==> src/rtl/sram_arb_pkg.sv <==
`default_nettype none
// ============================================================================
// Package : sram_arb_pkg
// Brief   : Shared widths, types and FSM encoding for sram_1024x36_arb.
// Rev     : 1.0  initial release
// ============================================================================
package sram_arb_pkg;

  localparam int ADDR_W = 10;
  localparam int DATA_W = 36;
  localparam int DEPTH  = 1024;

  typedef enum logic {INIT, RUN} arb_state_e;

  typedef logic [ADDR_W-1:0] addr_t;
  typedef logic [DATA_W-1:0] data_t;

endpackage : sram_arb_pkg
`default_nettype wire

==> src/rtl/rr_arbiter.sv <==
`default_nettype none
// ============================================================================
// Module : rr_arbiter
// Brief  : Round-robin arbiter with a combinational one-hot grant. The search
//          starts at the pointer; the pointer moves to winner+1 when advance
//          is high and a grant was issued. Masked requests are ignored.
// Rev    : 1.0  initial release
// ============================================================================
module rr_arbiter #(
  parameter int N  = 4,
  parameter int IW = 2
) (
  input  logic          clk,
  input  logic          rst,
  input  logic [N-1:0]  req,
  input  logic [N-1:0]  mask,
  input  logic          advance,
  output logic [N-1:0]  gnt,
  output logic [IW-1:0] gnt_id,
  output logic          gnt_any
);

  logic [IW-1:0] r_ptr;
  logic [N-1:0]  w_req;

  assign w_req = req & ~mask;

  // First unmasked request at or after the pointer, wrapping modulo N.
  always_comb begin
    gnt     = '0;
    gnt_id  = '0;
    gnt_any = 1'b0;
    for (int i = 0; i < N; i++) begin
      if (!gnt_any && w_req[(int'(r_ptr) + i) % N]) begin
        gnt_any                      = 1'b1;
        gnt[(int'(r_ptr) + i) % N]   = 1'b1;
        gnt_id                       = IW'((int'(r_ptr) + i) % N);
      end
    end
  end

  // Pointer moves past the winner only when the grant turned into a transfer.
  always_ff @(posedge clk) begin
    if (rst) begin
      r_ptr <= '0;
    end else if (advance && gnt_any) begin
      r_ptr <= (gnt_id == IW'(N - 1)) ? '0 : gnt_id + 1'b1;
    end
  end

endmodule : rr_arbiter
`default_nettype wire

==> src/rtl/sram_1024x36_arb.sv <==
`default_nettype none
// ============================================================================
// Module : sram_1024x36_arb
// Brief  : Shares a 1024x36 1W/1R SRAM between NREQ clients. Clears the array
//          after reset, then arbitrates each port round-robin. Idle write
//          cycles are steered to DUMMY_ADDR since the SRAM writes every clock.
//          Optional macro SRAM_ARB_WR_BYPASS_EN: colliding reads are granted
//          and served from a forward register; otherwise they are masked.
// Rev    : 1.0  initial release
// ============================================================================
module sram_1024x36_arb
  import sram_arb_pkg::*;
#(
  parameter int          NREQ       = 4,
  parameter int          IDW        = 2,
  parameter logic [9:0]  DUMMY_ADDR = 10'h3FF
) (
  input  logic                  clk,
  input  logic                  rst,
  input  logic [NREQ-1:0]       wr_valid,
  input  logic [NREQ*10-1:0]    wr_addr,
  input  logic [NREQ*36-1:0]    wr_data,
  output logic [NREQ-1:0]       wr_ready,
  input  logic [NREQ-1:0]       rd_valid,
  input  logic [NREQ*10-1:0]    rd_addr,
  output logic [NREQ-1:0]       rd_ready,
  output logic                  rsp_valid,
  output logic [IDW-1:0]        rsp_id,
  output logic [35:0]           rsp_data,
  output logic                  init_done,
  output logic [9:0]            mem_waddr,
  output logic [35:0]           mem_wdata,
  output logic [9:0]            mem_raddr,
  input  logic [35:0]           mem_rdata
);

  arb_state_e    r_state, w_state_nxt;
  addr_t         r_cnt;
  addr_t         r_raddr_hold;
  logic          w_run;
  logic [IDW-1:0] w_wid, w_rid;
  logic          w_wany, w_rany;
  addr_t         w_wr_addr, w_rd_addr;
  data_t         w_wr_data;
  logic [NREQ-1:0] w_rd_mask;

  assign w_run     = (r_state == RUN);
  assign init_done = w_run;

  // State register for the clear sweep.
  always_ff @(posedge clk) begin
    if (rst) r_state <= INIT;
    else     r_state <= w_state_nxt;
  end

  // Leave INIT once the last address of the sweep has been written.
  always_comb begin
    w_state_nxt = r_state;
    if (r_state == INIT && r_cnt == addr_t'(DEPTH - 1)) w_state_nxt = RUN;
  end

  // Sweep address counter, active only while clearing.
  always_ff @(posedge clk) begin
    if (rst)                  r_cnt <= '0;
    else if (r_state == INIT) r_cnt <= r_cnt + 1'b1;
  end

  // Every write grant is a transfer because grants only go to valid clients.
  rr_arbiter #(.N(NREQ), .IW(IDW)) u_wr_arb (
    .clk     (clk),
    .rst     (rst),
    .req     (wr_valid),
    .mask    ({NREQ{~w_run}}),
    .advance (1'b1),
    .gnt     (wr_ready),
    .gnt_id  (w_wid),
    .gnt_any (w_wany)
  );

  assign w_wr_addr = wr_addr[int'(w_wid)*ADDR_W +: ADDR_W];
  assign w_wr_data = wr_data[int'(w_wid)*DATA_W +: DATA_W];

  // Write port: sweep in INIT, granted client in RUN, sink address when idle.
  always_comb begin
    mem_waddr = DUMMY_ADDR;
    mem_wdata = '0;
    if (!w_run) begin
      mem_waddr = r_cnt;
    end else if (w_wany) begin
      mem_waddr = w_wr_addr;
      mem_wdata = w_wr_data;
    end
  end

`ifdef SRAM_ARB_WR_BYPASS_EN
  logic  r_fwd_sel;
  data_t r_fwd_data;

  assign w_rd_mask = {NREQ{~w_run}};
`else
  logic [NREQ-1:0] w_rd_coll;

  // A read aimed at this cycle's write address would see stale data; hide it.
  for (genvar gi = 0; gi < NREQ; gi++) begin : g_coll
    assign w_rd_coll[gi] = w_wany && (rd_addr[gi*ADDR_W +: ADDR_W] == w_wr_addr);
  end

  assign w_rd_mask = {NREQ{~w_run}} | w_rd_coll;
`endif

  rr_arbiter #(.N(NREQ), .IW(IDW)) u_rd_arb (
    .clk     (clk),
    .rst     (rst),
    .req     (rd_valid),
    .mask    (w_rd_mask),
    .advance (1'b1),
    .gnt     (rd_ready),
    .gnt_id  (w_rid),
    .gnt_any (w_rany)
  );

  assign w_rd_addr = rd_addr[int'(w_rid)*ADDR_W +: ADDR_W];
  assign mem_raddr = w_rany ? w_rd_addr : r_raddr_hold;

  // Response pipeline: SRAM data arrives one clock after the address.
  always_ff @(posedge clk) begin
    if (rst) begin
      rsp_valid    <= 1'b0;
      rsp_id       <= '0;
      r_raddr_hold <= '0;
    end else begin
      rsp_valid    <= w_rany;
      r_raddr_hold <= mem_raddr;
      if (w_rany) rsp_id <= w_rid;
    end
  end

`ifdef SRAM_ARB_WR_BYPASS_EN
  // Capture the write data when the granted read hits the written address.
  always_ff @(posedge clk) begin
    if (rst) begin
      r_fwd_sel  <= 1'b0;
      r_fwd_data <= '0;
    end else begin
      r_fwd_sel  <= w_rany && w_wany && (w_rd_addr == w_wr_addr);
      r_fwd_data <= w_wr_data;
    end
  end

  assign rsp_data = !rsp_valid ? '0 : (r_fwd_sel ? r_fwd_data : mem_rdata);
`else
  assign rsp_data = rsp_valid ? mem_rdata : '0;
`endif

endmodule : sram_1024x36_arb
`default_nettype wire

==> config.mk <==
export PLATFORM = sky130hd
export DESIGN_NAME = sram_1024x36_arb
export DESIGN_NICKNAME = d
export VERILOG_FILES = /design/src/rtl/sram_arb_pkg.sv /design/src/rtl/rr_arbiter.sv /design/src/rtl/sram_1024x36_arb.sv
export SDC_FILE = /design/constraint.sdc
export NUM_CORES = 1
export LEC_CHECK = 0
export CORE_AREA = 2 2 144 146
export DETAILED_ROUTE_END_ITERATION = 10
export DIE_AREA = 0 0 146 148
export GPL_ROUTABILITY_DRIVEN = 0
export PLACE_DENSITY = 0.61
export SLEW_MARGIN = 10
export SYNTH_ARGS = -nofsm -noshare
export SYNTH_HDL_FRONTEND = slang
export SYNTH_SLANG_ARGS = --single-unit
==> constraint.sdc <==
create_clock -name clk -period 8.2 [get_ports clk]
set_input_delay 1.23 -clock clk [delete_from_list [all_inputs] [get_ports clk]]
set_output_delay 1.23 -clock clk [all_outputs]
set_load 0.005 [all_outputs]
======== Word level (Yosys, flattened, before mapping) ========
Cells that the tools add are included.
operators by class
  add/sub/neg operators ................... 9
  multiply operators ...................... 3
  div/mod/pow operators ................... 0
  order comparisons ....................... 16
  equality and inequality tests ........... 7
  shift operators ......................... 3
  multiplexer cells ....................... 70
  bitwise gates (word level) .............. 18
  reduce and logical (&&, ||, !) cells .... 31
operator list
  kind                                                               count
  variable part select 144 x 9 -> 36 bit                             1
  two-way mux 36 bit                                                 3
  variable part select 40 x 7 -> 10 bit                              2
  equality test 10 bit                                               4
  two-way mux 4 bit                                                  8
  two-way mux 1 bit                                                  30
  two-way mux 10 bit                                                 3
  OR 4 bit                                                           7
  < comparator 3 x 4 -> 1 bit, second input constant                 6
  two-way mux 2 bit                                                  10
  logical AND 1 bit                                                  19
  greater-or-equal comparator 3 x 1 -> 1 bit, second input constant  6
  binary-select mux 1 bit (select 2 bit)                             8
  demux 1 bit (select 2 bit)                                         8
  OR reduction 2 bit                                                 6
  adder 10 x 1 -> 10 bit, second input constant                      1
  equality test 10 bit, second input constant                        1
  multiplier 2 x 3 -> 5 bit, second input constant                   2
  adder 2 x 1 -> 2 bit, second input constant                        4
  adder 2 bit, second input constant                                 4
  bitwise AND 4 bit                                                  2
  inverter 4 bit                                                     2
  bitwise AND 1 bit, first input constant                            6
  zero test 1 bit                                                    6
  5 further kinds                                                    8
storage, ports and cells
  flip-flop bits (word level) ............. 28
  bits in latches ......................... 0
  RAM bits ................................ 0
  ROM bits ................................ 0
  input port bits ......................... 270
  output and inout port bits .............. 104
  word-level logic and storage cells ...... 164
  memories ................................ 0

======== Longest topological paths before layout ========
  depth in word-level cells ............... 37
  gate-level depth with buffers ........... 24
  depth with buffers taken out ............ 19

======== By module ========
Synthesis repeated with hierarchy kept, for this count alone.
unflattened totals
  cell total of the unflattened synthesis .. 508
  area, all modules ....................... 4755.8 µm²
modules (own cells, without submodules)
  module            instances  cells each  area each (µm²)  sequential area each (µm²)
  sram_1024x36_arb  1          338         3464.6           480.5
  rr_arbiter        2          85          645.6            40.0

======== Worst setup path before layout ========
Ideal clock, no wire load.
  path type ............................... input to output
  start point ............................. input wr_valid[2]
  end point ............................... output mem_raddr[3]
  data arrival time ....................... 5.536 ns
  required time ........................... 6.970 ns
  path slack .............................. 1.434 ns
  stages .................................. 17
  path buffers ............................ 2
  cell sequence ........................... mux2_2 o2bb2ai_1 a21oi_2 mux2i_4 buf_6 mux2i_1 xor2_1 or4_4 o41ai_4 mux2i_1 a22o_1 o22a_1 buf_6 a2111oi_2 o21ai_1 a32oi_1 a21oi_1
on the way
  word-level cells in the longest chain between the ends .. 35
  elaborated cells on any way between the ends .. 67
  classes of those cells .................. mul: 2; eq/ne: 4; shift: 2; mux: 39; bitwise: 4; reduce/logical: 16
RTL lines
  what                                     line                     source
  start: declaration                       sram_1024x36_arb.sv:20   input logic [NREQ-1:0] wr_valid,
  bitwise AND 4 bit *                      rr_arbiter.sv:26         assign w_req = req & ~mask;
  binary-select mux 1 bit (select 2 bit)   rr_arbiter.sv:34         if (!gnt_any && w_req[(int'(r_ptr) + i) % N]) begin
  two-way mux 1 bit (not written as such)  rr_arbiter.sv:34
  two-way mux 1 bit                        rr_arbiter.sv:34
  zero test 1 bit                          rr_arbiter.sv:34
  logical AND 1 bit                        rr_arbiter.sv:34
  two-way mux 1 bit                        rr_arbiter.sv:34
  zero test 1 bit                          rr_arbiter.sv:34
  [19 not listed]                          -
  logical AND 1 bit                        rr_arbiter.sv:34
  two-way mux 1 bit                        rr_arbiter.sv:34
  zero test 1 bit                          rr_arbiter.sv:34
  logical AND 1 bit                        rr_arbiter.sv:34
  two-way mux 2 bit                        rr_arbiter.sv:34
  multiplier 2 x 3 -> 5 bit                sram_1024x36_arb.sv:122  assign w_rd_addr = rd_addr[int'(w_rid)*ADDR_W +: ADDR_W];
  variable part select 40 x 7 -> 10 bit    sram_1024x36_arb.sv:122
  two-way mux 10 bit *                     sram_1024x36_arb.sv:123  assign mem_raddr = w_rany ? w_rd_addr : r_raddr_hold;
  end: declaration                         sram_1024x36_arb.sv:33   output logic [9:0] mem_raddr,
Every way passes the cells marked *; elsewhere a longest branch is shown, timed or not. The select of a mux whose other input is x is not followed.

======== Final worst setup path ========
  start point ............................. input wr_valid[1]
  end point ............................... output mem_raddr[9]
The elaborated chain is that of the path after synthesis.

==> results.sh <==
export IMPL_outcome="completed"
export IMPL_initial_core_util_pct=26.5
export IMPL_rows=52
export IMPL_path_cells="clkdlybuf4s50_1, nor2_1, o211ai_1, o2bb2ai_4, mux2i_1, mux2i_1, xor2_1, or4_1, o41ai_4, mux2i_1, a22o_1, o22a_1, buf_4, a2111oi_1, o21ai_1, a32oi_2, a21oi_1, clkdlybuf4s50_1"
export IMPL_grt_antenna_before_repair=8
export IMPL_synth_area_mm2=0.00531
export IMPL_clock_skew_ps=7.34
export IMPL_overflow=0
export IMPL_synthToLayoutAreaGrowth_pct=81.0
export IMPL_cts_max_path_buffers=2
export IMPL_min_period_ps=7940
export IMPL_tritoncts="done"
export IMPL_cellPowerDensity_mw_per_mm2=51.6
export IMPL_dp_hpwl_um=23800
export IMPL_io_pins=374
export IMPL_ant_nets=0
export IMPL_whs_ps=484
export IMPL_async_reset_ff_share_pct=0
export IMPL_final_common_cell="clkdlybuf4s50_1"
export IMPL_syn_inst=636
export IMPL_crit_family="compound AO/OA/AOI/OAI gates"
export IMPL_crit_top_cell="mux2i_1"
export IMPL_worstHoldPathType="reg -> reg"
export IMPL_num_nets_final=1281
export IMPL_synthFlopType="dfxtp_1"
export IMPL_crit_path_start_kind="input pin"
export IMPL_drv_cap=0
export IMPL_crit_path_end_kind="primary output"
export IMPL_setup_viol=0
export IMPL_relSlewSlack_pct=24.4
export IMPL_holdBufCountCts=0
export IMPL_cts_max_level=1
export IMPL_ir_worst_vdd_mv=0.0711
export IMPL_postSynthAreaPerCell_um2=8.34
export IMPL_chipHeight_um=148
export IMPL_grt_pass1_vias=6614
export IMPL_hold_viol_final=0
export IMPL_clock_latency_ps=270
export IMPL_cp_num_buf_inv=3
export IMPL_critical_path_class="in -> out"
export IMPL_cts_root_buf="clkbuf_16"
export IMPL_synth_edf_count=0
export IMPL_fin_crit_sh_pct=96.8
export IMPL_io_buffers=373
export IMPL_tightest_slew_ps=1130
export IMPL_synth_nets=916
export IMPL_wl_per_cell_um=22.2
export IMPL_clock_sinks=28
export IMPL_drt_iter0_drc=531
export IMPL_die_area_mm2=0.0216
export IMPL_ys_warn_count=0
export IMPL_drt_vias_per_instance=5.27
export IMPL_drt_wl_total_um=28300
export IMPL_crit_slowest_cell="clkdlybuf4s50_1"
export IMPL_core_mm2=0.0200
export IMPL_fmax_mhz=126
export IMPL_p_total_uw=496
export IMPL_path_max_fanout=20
export IMPL_clkTransAtPathRegs_ps=70
export IMPL_die_w_um=146
export IMPL_yosysUniqueCellTypes=67
export IMPL_grt_pass1_wl_um=41200
export IMPL_mostFrequentLayoutCells="372 x clkdlybuf4s50_1, 78 x and2_1, 47 x nand2_1"
export IMPL_yosys_register_bits=28
export IMPL_fin_util_pct=47.9
export IMPL_arrival_ps=6710
export IMPL_drv_slew=0
export IMPL_track_usage_pct=25.0
export IMPL_layout_drive_gt1_share_pct=11.9
export IMPL_ys_seq_area_share_pct=10.6
export IMPL_grt_max_degree=51
export IMPL_first_pass_iters=8
export IMPL_pre_cts_ws_ps=41.6
export IMPL_worst_slack_ps=259
export IMPL_max_stage_delay_ps=620
export IMPL_cts_buffers=3
export IMPL_p_leak_uw=0.00359
export IMPL_crit_required_ps=6970
export IMPL_num_vias=6715
export IMPL_drc=0
## layer usage
metal	track usage [%]	share of wire, %	routed length (µm)	vias up
met3	6.64	8.9	2520	28
met2	41.0	47	13300	296
met5	0	0.035	10	-
met4	5.49	2.2	609	2
met1	33.0	42	11800	3217
li1	-	-	-	3172
## what timing repair did
item / CTS / global route
resized for setup: 0 / 14
setup endpoints to repair: 0 / 10
buffers inserted: 0 / 3
## where the power goes
group	internal (µW)	total (µW)	switching, µW
Combinational	160	242	81.7
Sequential	137	139	1.53
Clock	65.0	115	50.2
Total	362	496	133
## kinds of logic after synthesis
kind of cell	after synthesis	synth area share (%)
compound gates	173	26.4
buf+inv	63	5.61
xor+xnor	47	7.76
simple gates	232	22.8
mux	83	24.6
fa+ha+maj	10	2.36
flops	28	10.6
## registers in the layout (all words and copies together), names as in the netlist
name / flops
rsp_id: 2
u_rd_arb.r_ptr: 2
u_wr_arb.r_ptr: 2
r_cnt: 10
rsp_valid: 1
r_raddr_hold: 10
init_done: 1
## worst min-delay path: stages (launching register included)
cell and delay [ps]:
dfxtp_1 320, nand2b_1 60, a21oi_1 60
## layout make-up
| type | instances | area [µm²] |
|---|---|---|
| fill | 1979 | 10400 |
| antenna | 5 | 12.5 |
| timing repair buffer | 412 | 4050 |
| tap | 270 | 338 |
| sequential | 28 | 561 |
| inverter | 11 | 41.3 |
| multi-input combinational | 545 | 4530 |
| clock buffer | 3 | 75.1 |
## synthesized netlist by cell type, types with 12 or more instances
library cell | count | area, µm²
nand3_1 | 21 | 105
nor3_1 | 12 | 60.1
a32oi_1 | 12 | 105
xor2_1 | 15 | 131
xnor2_1 | 32 | 280
dfxtp_1 | 28 | 561
mux2i_1 | 40 | 400
a21oi_1 | 19 | 95.1
a211oi_1 | 35 | 263
and2_1 | 78 | 488
nor2_1 | 42 | 158
clkbuf_1 | 30 | 113
o21ai_1 | 17 | 85.1
nand2_1 | 47 | 176
mux4_2 | 36 | 811
## through the flow
stage | instance area, µm² | TNS (ps) | std cells
3_3_place_gp | 9420 | 0 | 1263
2_1_floorplan | 5310 | 0 | 636
3_5_place_dp | 9420 | 0 | 1263
4_1_cts | 9490 | 0 | 1266
5_1_grt | 9600 | -7.73 | 1273
6_report | 9600 | 0 | 1274
## worst paths after layout
kind,start,endpoint,slack (ps),cells past startpoint
min reg2reg,rsp_id[1]$_SDFFE_PP0N_,rsp_id[1]$_SDFFE_PP0N_,480,2
max reg2reg,u_wr_arb.r_ptr[0]$_SDFFE_PP0N_,r_raddr_hold[9]$_SDFF_PP0_,2480,20
min,rsp_id[1]$_SDFFE_PP0N_,rsp_id[1]$_SDFFE_PP0N_,480,2
max,wr_valid[1],mem_raddr[9],260,18
Note: power is estimated with default switching activity, not from simulation.
==> edit (same settings) <==
Build with the macro `SRAM_ARB_WR_BYPASS_EN` defined.
--- a/src/rtl/sram_1024x36_arb.sv
+++ b/src/rtl/sram_1024x36_arb.sv
@@ -8,6 +8,8 @@
 //          and served from a forward register; otherwise they are masked.
 // Rev    : 1.0  initial release
 // ============================================================================
+`define SRAM_ARB_WR_BYPASS_EN
+
 module sram_1024x36_arb
   import sram_arb_pkg::*;
 #(
Function: not settled (the Yosys comparison gave no result); the edit may change what the design does.
==> edit against the original RTL <==
  * Total power is 81% higher
  * Routed wire length is 9.5% lower
  * Area after synthesis is 7.4% higher
  * Cell area is 3.4% higher
  * Sequential cell count is 37 higher
  * Worst hold slack worse by 0.022 ns
  * Clock power grew to 3.1 times the old value
  * Clock skew is 0.00080 ns lower
  * Setup slack better by 1.6 ns
  * Critical path type unchanged
  * Highest routed layer unchanged
==> edit: results (changes against the original RTL) <==
[placement]
dpl.hpwl_um=19800  ; -16%
dp.cells=1349  ; +6.8%
place_area_mm2=0.00965  ; +2.5%

[global_route]
grt_pass1_vias=6492  ; -1.8%
groute.usage.overall=0.228  ; -0.0220
grt_pass1_wl_um=37900  ; -8.0%
antenna_found_initial=2  ; -6
grt_max_degree=89  ; +75%

[worst_setup_path]
crit_arrival_ns=5.09  ; -1.62 ns
critPathMaxFanout=46  ; +130%
worstSetupStartpoint=wr_valid[0]

[clock_network]
htree_levels=3  ; +2
cts_buffer_depth=2  ; unchanged
cts_buffers=9  ; +6
clk_latency_ns=0.33  ; +0.06 ns
post_cts_resized=0  ; unchanged

[synthesis]
synth_common_cells=nand2_1, nor2b_1, mux2i_1
ys_seq_area_frac=0.228  ; +0.123
synth_top_area_share=0.228  ; +0.0755
synth_nets=1033  ; +13%
synth_area_leaders=dfxtp_1, mux2i_1, nor2b_1
ys_types=53  ; -21%
syn-instance-count=753  ; +18%

[timing]
fin_skew_ns=0.00654  ; -0.000799 ns
slew_headroom=0.292  ; +0.0482

[finish]
drive_above_1_share=0.0511  ; -0.0680
nets=1370  ; +6.9%
reg_top3=r_fwd_data: 36 flops, r_cnt: 10 flops, r_raddr_hold: 10 flops
fill_cells=2041  ; +3.1%

[outcome]
status=finished, final reports clean

[route]
viasPerCell=4.77  ; -9.5%
dr.pass1.iters=7  ; -1
routed_wl_um=25600  ; -9.5%
drtIter0Drc=257  ; -52%
avgRoutedWirePerCell_um=18.7  ; -16%

[pwr]
p_leak_uw=0.00385  ; +7.1%
peakVddDrop_mv=0.0825  ; +16%

## edit: path summary, 6_finish.rpt
| kind | slack (ns) | cells past startpoint | endpoint |
|---|---|---|---|
| setup reg to reg | 3.53 | 10 | r_fwd_sel |
| setup / recovery | 1.88 | 8 | mem_waddr[9] |
| hold / removal | 0.46 | 2 | rsp_id[1] |
| hold reg to reg | 0.46 | 2 | rsp_id[1] |
## edit: metrics by stage
step           utilization  worst slack [ns]
6_report             0.496              1.88
5_1_grt              0.496              1.69
4_1_cts              0.495              1.88
3_5_place_dp         0.482              1.90
3_3_place_gp         0.482              1.99
2_1_floorplan            -              3.94
## edit: layer usage
metal	vias to the layer above	share of wire	wire length (um)	track usage
li1	3267	-	-	-
met1	2977	0.42	10800	0.277
met2	225	0.49	12600	0.398
met3	46	0.055	1400	0.0506
met4	2	0.031	792	0.0782
met5	-	0.00027	7	0
## edit: cells by family (layout without fill, tap and decap cells)
logic type | after synthesis | after routing | share of synthesized area
AND/OR/NAND/NOR | 385 | 385 | 0.336
multiplexers | 116 | 116 | 0.220
XOR/XNOR | 18 | 18 | 0.0277
adder cells (fa/ha/maj) | 10 | 10 | 0.0220
AO/OA/AOI/OAI | 94 | 94 | 0.118
other | 0 | 1 | 0
flip-flops | 65 | 65 | 0.228
buffers and inverters | 65 | 407 | 0.0481
## edit: final cells by class
type,instances,area (um^2),share of cell area
antenna,1,2.50,0.000252
clock buffer,11,243,0.0244
clock inverter,5,31.3,0.00315
inverter,8,30.0,0.00302
multi-input combinational,623,4170,0.420
sequential,65,1300,0.131
tap,270,338,0.0340
timing repair buffer,383,3820,0.384
## edit: worst max-delay path, cell delays in order
cell             delay [ns]
clkdlybuf4s50_1        0.58
mux2i_4                0.31
nand3_1                0.13
o32ai_1                0.50
mux2_2                 0.99
mux2i_1                0.60
o22a_1                 0.23
clkdlybuf4s50_1        0.50
## edit: where the power goes
part	total (uW)	switching (uW)	internal [uW]
sequential	331	4.48	327
combinational	202	57.5	144
clock	362	150	212
total	895	212	683
